==> src/rtl/axi_write_feeder.sv <==
// Stream-to-write-engine feeder: buffers incoming words in a FIFO and issues one
// single-word write request per word to consecutive addresses of a job.
module axi_write_feeder #(
  parameter int DEPTH = 16
) (
  input  logic                     clk,
  input  logic                     rst,
  input  logic                     start_in,
  input  logic [31:0]              base_addr_in,
  input  logic [31:0]              word_count_in,
  input  logic [31:0]              in_data,
  input  logic                     in_valid,
  output logic                     in_ready,
  output logic                     write_en_out,
  output logic [31:0]              write_addr_out,
  output logic [31:0]              write_data_out,
  output logic [31:0]              write_data_len_out,
  input  logic                     write_done_in,
  output logic                     busy_out,
  output logic                     done_out,
  output logic [$clog2(DEPTH):0]   level_out
);

  localparam int AW = $clog2(DEPTH);
  localparam logic [AW:0] FULL_LEVEL = DEPTH[AW:0];

  localparam logic [2:0] S_IDLE      = 3'd0;
  localparam logic [2:0] S_WAIT_DATA = 3'd1;
  localparam logic [2:0] S_ISSUE     = 3'd2;
  localparam logic [2:0] S_WAIT_DONE = 3'd3;
  localparam logic [2:0] S_FINISH    = 3'd4;

  logic [31:0]   mem_q [DEPTH];
  logic [AW-1:0] wr_ptr_q, wr_ptr_d, rd_ptr_q, rd_ptr_d;
  logic [AW:0]   level_q, level_d;
  logic [2:0]    state_q, state_d;
  logic [31:0]   addr_q, addr_d, remaining_q, remaining_d;
  logic [31:0]   data_q, data_d, waddr_q, waddr_d;
  logic          wen_q, wen_d, done_q, done_d, busy_q, busy_d;
  logic          push_s, pop_s;

  // Ready is held low while reset is applied so nothing is pushed into a FIFO being cleared.
  assign in_ready = ~rst & (level_q < FULL_LEVEL);
  assign push_s   = in_valid & in_ready;
  assign pop_s    = (state_q == S_ISSUE);

  // FIFO pointer and occupancy next-state.
  always_comb begin
    wr_ptr_d = push_s ? wr_ptr_q + {{(AW-1){1'b0}}, 1'b1} : wr_ptr_q;
    rd_ptr_d = pop_s  ? rd_ptr_q + {{(AW-1){1'b0}}, 1'b1} : rd_ptr_q;
    case ({push_s, pop_s})
      2'b10:   level_d = level_q + {{AW{1'b0}}, 1'b1};
      2'b01:   level_d = level_q - {{AW{1'b0}}, 1'b1};
      default: level_d = level_q;
    endcase
  end

  // Job sequencing FSM.
  always_comb begin
    state_d     = state_q;
    addr_d      = addr_q;
    remaining_d = remaining_q;
    case (state_q)
      S_IDLE: begin
        if (start_in) begin
          addr_d      = base_addr_in;
          remaining_d = word_count_in;
          state_d     = (word_count_in == 32'd0) ? S_FINISH : S_WAIT_DATA;
        end else begin
          state_d = S_IDLE;
        end
      end
      S_WAIT_DATA: begin
        if (level_q != {(AW+1){1'b0}}) begin
          state_d = S_ISSUE;
        end else begin
          state_d = S_WAIT_DATA;
        end
      end
      S_ISSUE: state_d = S_WAIT_DONE;
      S_WAIT_DONE: begin
        if (write_done_in) begin
          remaining_d = remaining_q - 32'd1;
          addr_d      = addr_q + 32'd4;
          state_d     = (remaining_q == 32'd1) ? S_FINISH : S_WAIT_DATA;
        end else begin
          state_d = S_WAIT_DONE;
        end
      end
      S_FINISH: state_d = S_IDLE;
      default:  state_d = S_IDLE;
    endcase
  end

  // Output registers; address and data are captured on entry to ISSUE and held until the next request.
  always_comb begin
    wen_d   = (state_d == S_ISSUE);
    done_d  = (state_q == S_FINISH);
    busy_d  = (state_d != S_IDLE);
    data_d  = data_q;
    waddr_d = waddr_q;
    if (state_q == S_WAIT_DATA && state_d == S_ISSUE) begin
      data_d  = mem_q[rd_ptr_q];
      waddr_d = addr_q;
    end else begin
      data_d  = data_q;
      waddr_d = waddr_q;
    end
  end

  // FIFO storage; contents need no reset because occupancy gates every read.
  always_ff @(posedge clk) begin
    if (push_s) begin
      mem_q[wr_ptr_q] <= in_data;
    end
  end

  // State and control registers.
  always_ff @(posedge clk or posedge rst) begin
    if (rst) begin
      wr_ptr_q    <= {AW{1'b0}};
      rd_ptr_q    <= {AW{1'b0}};
      level_q     <= {(AW+1){1'b0}};
      state_q     <= S_IDLE;
      addr_q      <= 32'd0;
      remaining_q <= 32'd0;
      data_q      <= 32'd0;
      waddr_q     <= 32'd0;
      wen_q       <= 1'b0;
      done_q      <= 1'b0;
      busy_q      <= 1'b0;
    end else begin
      wr_ptr_q    <= wr_ptr_d;
      rd_ptr_q    <= rd_ptr_d;
      level_q     <= level_d;
      state_q     <= state_d;
      addr_q      <= addr_d;
      remaining_q <= remaining_d;
      data_q      <= data_d;
      waddr_q     <= waddr_d;
      wen_q       <= wen_d;
      done_q      <= done_d;
      busy_q      <= busy_d;
    end
  end

  assign write_en_out       = wen_q;
  assign write_addr_out     = waddr_q;
  assign write_data_out     = data_q;
  assign write_data_len_out = 32'd1;
  assign busy_out           = busy_q;
  assign done_out           = done_q;
  assign level_out          = level_q;

endmodule

==> config.mk <==
export PLATFORM = sky130hd
export DESIGN_NAME = axi_write_feeder
export DESIGN_NICKNAME = d
export VERILOG_FILES = /design/src/rtl/axi_write_feeder.sv
export SDC_FILE = /design/constraint.sdc
export NUM_CORES = 1
export LEC_CHECK = 0
export CAP_MARGIN = 20
export CORE_MARGIN = 3
export CORE_UTILIZATION = 26
export CTS_CLUSTER_DIAMETER = 200
export DETAILED_ROUTE_END_ITERATION = 16
export SLEW_MARGIN = 20
export SYNTH_ARGS = -nofsm -noshare
export SYNTH_HDL_FRONTEND = slang
export SYNTH_SLANG_ARGS = --single-unit
==> constraint.sdc <==
create_clock -name clk -period 5.6 [get_ports clk]
set_input_delay 0.84 -clock clk [delete_from_list [all_inputs] [get_ports clk]]
set_output_delay 0.84 -clock clk [all_outputs]
set_load 0.01 [all_outputs]
==> flow_metrics.env, run 1 <==
export IMPL_outcome="finished clean"
export IMPL_drt_iter0_markers=1423
export IMPL_antenna_found_initial=5
export IMPL_whs_ns=0.504
export IMPL_num_vias=15400
export IMPL_nFillCells=9877
export IMPL_cap_violations=0
export IMPL_clockBufferDepth=3
export IMPL_setup_violations=0
export IMPL_netlist_top_cells_count="512 x edfxtp_1, 147 x dfrtp_1, 128 x mux4_2, 107 x nand2_1"
export IMPL_maxSlewHeadroom_pct=29.9
export IMPL_synth_warnings=0
export IMPL_worstHoldStart="addr_q[1]"
export IMPL_wl_met3_mm=4.69
export IMPL_post_place_ws_ns=1.66
export IMPL_cts_resized=0
export IMPL_row_count=117
export IMPL_htree_levels=3
export IMPL_yosys_area_top_type="edfxtp_1"
export IMPL_r2r_end="level_out[4]"
export IMPL_yosysMostFrequentCell="edfxtp_1"
export IMPL_grt_max_degree=68
export IMPL_core_area_um2=102000
export IMPL_cts_tree="built"
export IMPL_grt_pass1_wl_mm=104
export IMPL_numPortBuffers=173
export IMPL_power_density_nw_per_um2=496
export IMPL_arrival_ns=3.60
export IMPL_ant_nets=0
export IMPL_die_area_um2=108000
export IMPL_crit_required_ns=5.91
export IMPL_grt_ovfl_total=0
export IMPL_cts_setup_buffers=0
export IMPL_dr_pass1_iters=8
export IMPL_multi_input_area_um2=7510
export IMPL_path_class="in -> reg"
export IMPL_holdPathEnd="addr_q[1]"
export IMPL_grt_usage_pct=12.7
export IMPL_hold_path_class="reg -> reg"
export IMPL_synthCells=1589
export IMPL_clock_sinks=659
export IMPL_drc=0
export IMPL_worst_slew_pin_slew_ns=1.05
export IMPL_syn_to_final_growth_pct=20.2
export IMPL_final_cells=3190
export IMPL_dpl_cell_area_um2=30400
export IMPL_synth_ff_type="edfxtp_1"
export IMPL_die_w_um=328
export IMPL_rrSetupSlack_ns=2.52
export IMPL_ys_seq_area_share_pct=70.5
export IMPL_final_core_util_pct=31.7
export IMPL_p_leak_nw=10.6
export IMPL_power_total_mw=16.1
export IMPL_root_buffer="clkbuf_16"
export IMPL_synth_edf_count=512
export IMPL_grt_pass1_vias=15700
export IMPL_cts_made_buffers=68
export IMPL_crit_path_start_kind="input pin"
export IMPL_design_area_um2=32500
export IMPL_syn_cell_area_um2=27000
export IMPL_fin_ws_ns=2.30
export IMPL_synth_distinct_cells=67
export IMPL_start_util_pct=26.4
export IMPL_end_kind="flip-flop"
export IMPL_drive_above_1_share_pct=19.7
export IMPL_max_freq_mhz=303
export IMPL_holdPathStages=2
export IMPL_setup_worst_path_start="rst"
export IMPL_hpwl_mm=43.6
export IMPL_irDropWorstVdd_mv=0.235
export IMPL_period_minus_slack_ns=3.30
export IMPL_tns_ns=0
export IMPL_crit_fanout=24
export IMPL_ys_async_sr_fraction_pct=22.3
export IMPL_clkLatencyLatePin_ns=0.62
export IMPL_clk_pin_slew_ns=0.06
export IMPL_dp_cells=3067
export IMPL_met1_length_mm=30.0
export IMPL_die_y_um=328
export IMPL_fin_crit_sh_pct=58.9
export IMPL_drv_slew=0
export IMPL_postCtsHoldBufs=0
export IMPL_wirelength_mm=69.4
export IMPL_final_seq_area_um2=19100
export IMPL_wl_per_cell_um=21.7
export IMPL_r2r_worst_path_cells=10
export IMPL_synthTopCellsByArea="edfxtp_1 57%, dfrtp_1 14%, mux4_2 11%, mux2_2 2.7%, nand2_1 1.5%"
export IMPL_reg2reg_from="state_q[1]"
export IMPL_routed_wl_met2_mm=33.7
export IMPL_top_layer="met5"
export IMPL_nNetsFinal=1883
export IMPL_place_gp_congestion=0.807
export IMPL_synth_seq_cells=659
export IMPL_rsz0062_at_grt="no"
export IMPL_clock_skew_ns=0.0223
export IMPL_hold_viol_final=0
export IMPL_ios=206
export IMPL_synth_top_area_share_pct=56.9
export IMPL_routed_via_density=4.82
export IMPL_syn_avg_cell_area_um2=17.0
[cell usage in the layout (no fill, tap or decap), drive strengths merged, types with 5 or more instances in the layout]
master	instances
a211oi	9
a21oi	59
a221oi	5
a2bb2oi	5
a31oi	5
a32oi	14
and2	5
and3	12
and4	7
buf	36
clkbuf	86
clkdlybuf4s50	173
clkinv	25
conb	32
dfrtp	147
edfxtp	512
ha	12
inv	18
mux2	64
mux2i	21
mux4	128
nand2	109
nand2b	8
nand3	27
nand4	26
nor2	49
nor2b	6
nor3	24
nor4	23
o211ai	8
o21ai	22
o22ai	64
o311ai	5
or3	9
or4	6
xnor2	7
[critical path: stages]
cell and delay (ns):
clkdlybuf4s50_1 0.49, nor2_1 0.16, and2_1 0.49, nand2_1 0.38, nor2_4 0.88, buf_4 0.34
[flip-flops by register name, indices dropped and copies added, names as in the netlist]
name	cells
mem_q	512
addr_q	32
remaining_q	32
write_addr_out	32
write_data_out	32
level_out	5
rd_ptr_q	4
wr_ptr_q	4
state_q	3
busy_out	1
done_out	1
write_en_out	1
[report_power, final]
| group | internal, mW | switching [mW] |
|---|---|---|
| registers | 5.94 | 0.790 |
| clock network | 2.40 | 1.92 |
| logic | 2.45 | 2.60 |
| total | 10.8 | 5.30 |
[layout make-up]
type	count	area share, %
Clock inverter	35	0.967
Multi-Input combinational cell	818	23.1
Timing Repair Buffer	209	6.20
Inverter	13	0.166
Sequential cell	659	58.7
Antenna cell	2	0.0154
Tap cell	1368	5.27
Clock buffer	86	5.54
[cell families (layout without fill, tap and decap cells)]
family	Yosys count	after routing	synth area share, %
adders and majority gates	13	13	0.630
muxes	213	213	14.1
DFF	659	659	70.5
buffers and inverters	142	343	2.58
and+or+nand+nor	326	326	6.35
other	2	34	0.0278
xor gates and xnor gates	10	10	0.324
AOI/OAI and AO/OA	224	224	5.43
[layer usage]
layer	vias to the layer above	global-route usage [%]
met5	-	0
met4	2	2.42
met3	91	2.81
met2	563	20.8
met1	8023	17.4
li1	6694	-
[worst max path at each step]
stage / endpoint / slack (ns)
after floorplan: addr_q[0] / 0.81
after global placement: level_out[4] / 1.69
after detailed placement: mem_q[7][30] / 1.66
after CTS: mem_q[6][2] / 2.30
after global routing: level_out[4] / 2.16
final: mem_q[7][2] / 2.30
No activity file was read; power rests on OpenSTA's default activity.
==> run 2, diff against run 1 <==
- clock period: 5.6 -> 3.41 ns (I/O delays scaled with it)
==> flow_metrics.env, run 2 (synthesized netlist as in run 1, its figures left out) <==
export IMPL_hold_path_class="in -> async"
export IMPL_crit_path_frequent_cell="ha_1"
export IMPL_cap_violations=0
export IMPL_routed_via_density=4.82
export IMPL_reg2reg_from="level_out[4]"
export IMPL_power_density_nw_per_um2=818
export IMPL_die_area_um2=108000
export IMPL_die_y_um=328
export IMPL_ant_nets=0
export IMPL_seqPwrFrac_pct=40.8
export IMPL_grt_ovfl_total=0
export IMPL_start_util_pct=26.4
export IMPL_dr_pass1_iters=5
export IMPL_dpl_cell_area_um2=30800
export IMPL_crit_fanout=4
export IMPL_hpwl_mm=44.7
export IMPL_numPortBuffers=173
export IMPL_rrSetupSlack_ns=0.63
export IMPL_clock_sinks=659
export IMPL_clk_pin_slew_ns=0.06
export IMPL_critPathBufInv=1
export IMPL_rsz0062_at_grt="no"
export IMPL_ios=206
export IMPL_multi_input_area_um2=7530
export IMPL_antenna_found_initial=5
export IMPL_final_cell_mix="512 x edfxtp_1, 173 x clkdlybuf4s50_1, 144 x dfrtp_1, 128 x mux4_2, 107 x nand2_1"
export IMPL_crit_path_start_kind="flip-flop"
export IMPL_drive_above_1_share_pct=21.5
export IMPL_layout_commonest_cell="edfxtp_1"
export IMPL_core_area_um2=102000
export IMPL_row_count=117
export IMPL_tns_ns=0
export IMPL_htree_levels=3
export IMPL_drt_iter0_markers=1499
export IMPL_cp_top_family="simple AND/OR/NAND/NOR gates"
export IMPL_postCtsHoldBufs=0
export IMPL_path_class="reg -> reg"
export IMPL_swShare_pct=32.5
export IMPL_outcome="finished clean"
export IMPL_final_seq_area_um2=19100
export IMPL_p_leak_nw=10.9
export IMPL_fin_crit_sh_pct=81.6
export IMPL_worst_slew_pin_slew_ns=0.883
export IMPL_cts_made_buffers=71
export IMPL_power_switching_mw=8.79
export IMPL_p_int_mw=18.3
export IMPL_syn_to_final_growth_pct=22.4
export IMPL_period_minus_slack_ns=2.78
export IMPL_nNetsFinal=1915
export IMPL_place_gp_congestion=0.833
export IMPL_irDropWorstVdd_mv=0.342
export IMPL_root_buffer="clkbuf_16"
export IMPL_final_core_util_pct=32.2
export IMPL_p_comb_share_pct=31.6
export IMPL_wirelength_mm=70.0
export IMPL_hold_viol_final=0
export IMPL_power_total_mw=27.0
export IMPL_end_kind="flip-flop"
export IMPL_clock_skew_ns=0.0344
export IMPL_drc=0
export IMPL_antenna_cells=0
export IMPL_cts_setup_buffers=0
export IMPL_grt_usage_pct=12.8
export IMPL_largest_reg_flops=512
export IMPL_grt_max_degree=57
export IMPL_grt_pass1_vias=16100
export IMPL_clkLatencyLatePin_ns=0.62
export IMPL_clkPwrFrac_pct=27.7
export IMPL_max_stage_delay_ns=0.46
export IMPL_clockBufferDepth=3
export IMPL_drv_slew=0
export IMPL_nFillCells=9806
export IMPL_die_w_um=328
export IMPL_crit_chain="nor2_1, and2_1, inv_1, ha_1, ha_1, nor2b_1, o21ai_0, a21oi_1, or3b_2, xnor2_1"
export IMPL_r2r_end="level_out[4]"
export IMPL_cts_tree="built"
export IMPL_r2r_worst_path_cells=10
export IMPL_cts_resized=0
export IMPL_design_area_um2=33000
export IMPL_maxSlewHeadroom_pct=40.9
export IMPL_crit_required_ns=3.90
export IMPL_grt_pass1_wl_mm=105
export IMPL_max_freq_mhz=360
export IMPL_arrival_ns=3.27
export IMPL_crit_slowest_cell="or3b_2"
export IMPL_wl_per_cell_um=21.7
export IMPL_largest_register="mem_q"
export IMPL_num_vias=15500
export IMPL_setup_violations=0
## run 2: changes by cell type in the layout (fill, tap and decap cells not counted), sizes merged
| cell | delta |
|---|---|
| buf | +29 |
| bufinv | +1 |
| clkbuf | +4 |
| clkinv | +3 |
| diode | -2 |
| inv | -3 |
## run 2: layer usage
layer  share of wire, %  vias up  global-route usage (%)
li1                   -     6757                       -
met1                 41     8095                    16.4
met2                 50      561                    21.8
met5              0.094        -                       0
met4                2.1       10                    3.19
met3                6.7      104                    3.00
## run 2: through the flow
step	worst slack, ns	hold WS, ns	cells
2_1_floorplan	0.305	0.440	1619
3_3_place_gp	0.0390	0.456	3096
3_5_place_dp	0.146	0.479	3096
4_1_cts	0.640	0.326	3222
5_1_grt	0.492	0.356	3222
6_report	0.629	0.357	3222
## run 2: worst max-delay path by stage
stage	startpoint	endpoint	slack (ns)	cells after the start
floorplan	rst	mem_q[15][0]	0.30	5
global placement	rst	level_out[4]	0.04	12
detailed placement	rst	level_out[4]	0.15	12
CTS	level_out[4]	level_out[4]	0.64	10
global route	level_out[4]	level_out[4]	0.49	10
finish	level_out[4]	level_out[4]	0.63	10
## run 2: layout make-up
| type | count | area share, % |
|---|---|---|
| Tap cell | 1368 | 5.18 |
| Clock buffer | 90 | 5.86 |
| Timing Repair Buffer | 238 | 7.28 |
| Clock inverter | 36 | 1.03 |
| Inverter | 13 | 0.159 |
| Sequential cell | 659 | 57.7 |
| Multi-Input combinational cell | 818 | 22.8 |
## run 2: power by group through the flow
stage	Combinational (mW)	Clock [mW]	Sequential (mW)
final	8.54	7.48	11.0
after global routing	9.30	8.00	11.2
after CTS	8.72	7.68	11.0
after detailed placement	8.68	0	11.2
after global placement	8.54	0	11.1
after floorplan	5.70	0	10.7
==> run 3, diff against run 2 <==
- clock period: 3.41 -> 2.79 ns (I/O delays scaled with it)
==> flow_metrics.env, run 3 (synthesized netlist as in run 1, its figures left out) <==
export IMPL_outcome="finished clean"
export IMPL_end_kind="flip-flop"
export IMPL_drt_iter0_markers=1421
export IMPL_arrival_ns=3.04
export IMPL_period_minus_slack_ns=2.53
export IMPL_ant_nets=0
export IMPL_irDropWorstVdd_mv=0.593
export IMPL_fin_crit_sh_pct=90.6
export IMPL_largest_reg_flops=512
export IMPL_layout_commonest_cell="edfxtp_1"
export IMPL_postCtsHoldBufs=0
export IMPL_rsz0062_at_grt="no"
export IMPL_grt_pass1_wl_mm=106
export IMPL_htree_levels=3
export IMPL_die_area_um2=108000
export IMPL_grt_pass1_vias=16000
export IMPL_r2r_worst_path_cells=10
export IMPL_nFillCells=9859
export IMPL_cts_made_buffers=70
export IMPL_antenna_cells=0
export IMPL_row_count=117
export IMPL_die_y_um=328
export IMPL_max_freq_mhz=396
export IMPL_rrSetupSlack_ns=0.26
export IMPL_antenna_found_initial=7
export IMPL_dr_pass1_iters=5
export IMPL_grt_usage_pct=13.0
export IMPL_routed_via_density=4.83
export IMPL_worst_slew_pin_slew_ns=0.761
export IMPL_drive_above_1_share_pct=22.6
export IMPL_crit_path_start_kind="flip-flop"
export IMPL_cts_setup_buffers=0
export IMPL_final_cells=3248
export IMPL_grt_ovfl_total=0
export IMPL_crit_required_ns=3.30
export IMPL_power_density_nw_per_um2=1000
export IMPL_hpwl_mm=45.0
export IMPL_core_area_um2=102000
export IMPL_wl_per_cell_um=21.8
export IMPL_drc=0
export IMPL_wirelength_mm=70.7
export IMPL_ios=206
export IMPL_dp_cells=3122
export IMPL_clock_skew_ns=0.0456
export IMPL_cts_resized=0
export IMPL_num_vias=15700
export IMPL_r2r_end="level_out[4]"
export IMPL_cts_tree="built"
export IMPL_grt_max_degree=67
export IMPL_hold_viol_final=0
export IMPL_largest_register="mem_q"
export IMPL_maxSlewHeadroom_pct=49.1
export IMPL_syn_to_final_growth_pct=24.0
export IMPL_reg2reg_from="state_q[0]"
export IMPL_clock_sinks=659
export IMPL_path_class="reg -> reg"
export IMPL_setup_violations=0
export IMPL_crit_fanout=3
export IMPL_hold_path_class="in -> async"
export IMPL_clkLatencyLatePin_ns=0.64
export IMPL_drv_slew=0
export IMPL_power_total_mw=33.7
export IMPL_final_cell_mix="512 x edfxtp_1, 173 x clkdlybuf4s50_1, 144 x dfrtp_1, 128 x mux4_2, 107 x nand2_1"
export IMPL_nNetsFinal=1940
export IMPL_whs_ns=0.268
export IMPL_die_w_um=328
export IMPL_clk_pin_slew_ns=0.05
export IMPL_p_leak_nw=11.1
export IMPL_root_buffer="clkbuf_16"
export IMPL_tns_ns=0
export IMPL_clockBufferDepth=3
export IMPL_place_gp_congestion=0.849
export IMPL_numPortBuffers=173
export IMPL_cap_violations=0
export IMPL_start_util_pct=26.4
[run 3: cell types whose count changed in the layout (fill, tap and decap cells not counted), sizes merged]
cell	change
buf	+26
clkinvlp	-1
bufinv	+2
clkinv	-8
inv	-1
clkbuf	+8
[run 3: report_power, final]
group	switching, mW	leakage [nW]	internal, mW
Sequential	1.49	6.32	11.9
Clock	3.98	1.16	5.49
Combinational	5.40	3.59	5.37
[run 3: layer usage]
layer / up-vias / part of all wire, % / track usage, %
met4: 4 / 1.8 / 3.15
met1: 8194 / 42 / 17.0
met2: 595 / 50 / 22.2
met3: 87 / 6.6 / 2.58
met5: - / 0.034 / 0
li1: 6810 / - / -
[run 3: how the worst max path moves through the flow]
stage,from,slack [ns],to
3_5_place_dp,rst,-0.11,level_out[4]
6_report,state_q[0],0.26,level_out[4]
2_1_floorplan,level_out[4],-0.30,mem_q[15][0]
5_1_grt,state_q[0],0.04,level_out[4]
3_3_place_gp,rst,-0.18,level_out[4]
4_1_cts,state_q[0],0.18,level_out[4]
[run 3: per-stage QoR]
step	cell area, µm²	util [%]	setup slack, ns
3_5_place_dp	31100	30.4	-0.112
2_1_floorplan	27200	-	-0.297
4_1_cts	33500	32.7	0.179
5_1_grt	33500	32.7	0.0360
6_report	33500	32.7	0.263
3_3_place_gp	31100	30.4	-0.176
[run 3: area by class of cell]
type	count	area, µm²	share of cell area (%)
clock buffers	98	1970	5.87
clock inverters	28	413	1.23
inverters	13	52.6	0.157
multi-input cells	818	7530	22.5
flip-flops and latches	659	19100	56.9
well taps	1368	1710	5.11
repair buffers	264	2750	8.22
[run 3: worst max-delay path, stage by stage (launching register included)]
cell and delay [ns]:
dfrtp_1 0.37, nand2b_1 0.17, nor2_1 0.23, ha_1 0.24, inv_1 0.08, fa_1 0.40, nor2b_1 0.13, o21ai_0 0.11
nand3_1 0.09, or3b_2 0.45, xnor2_1 0.14
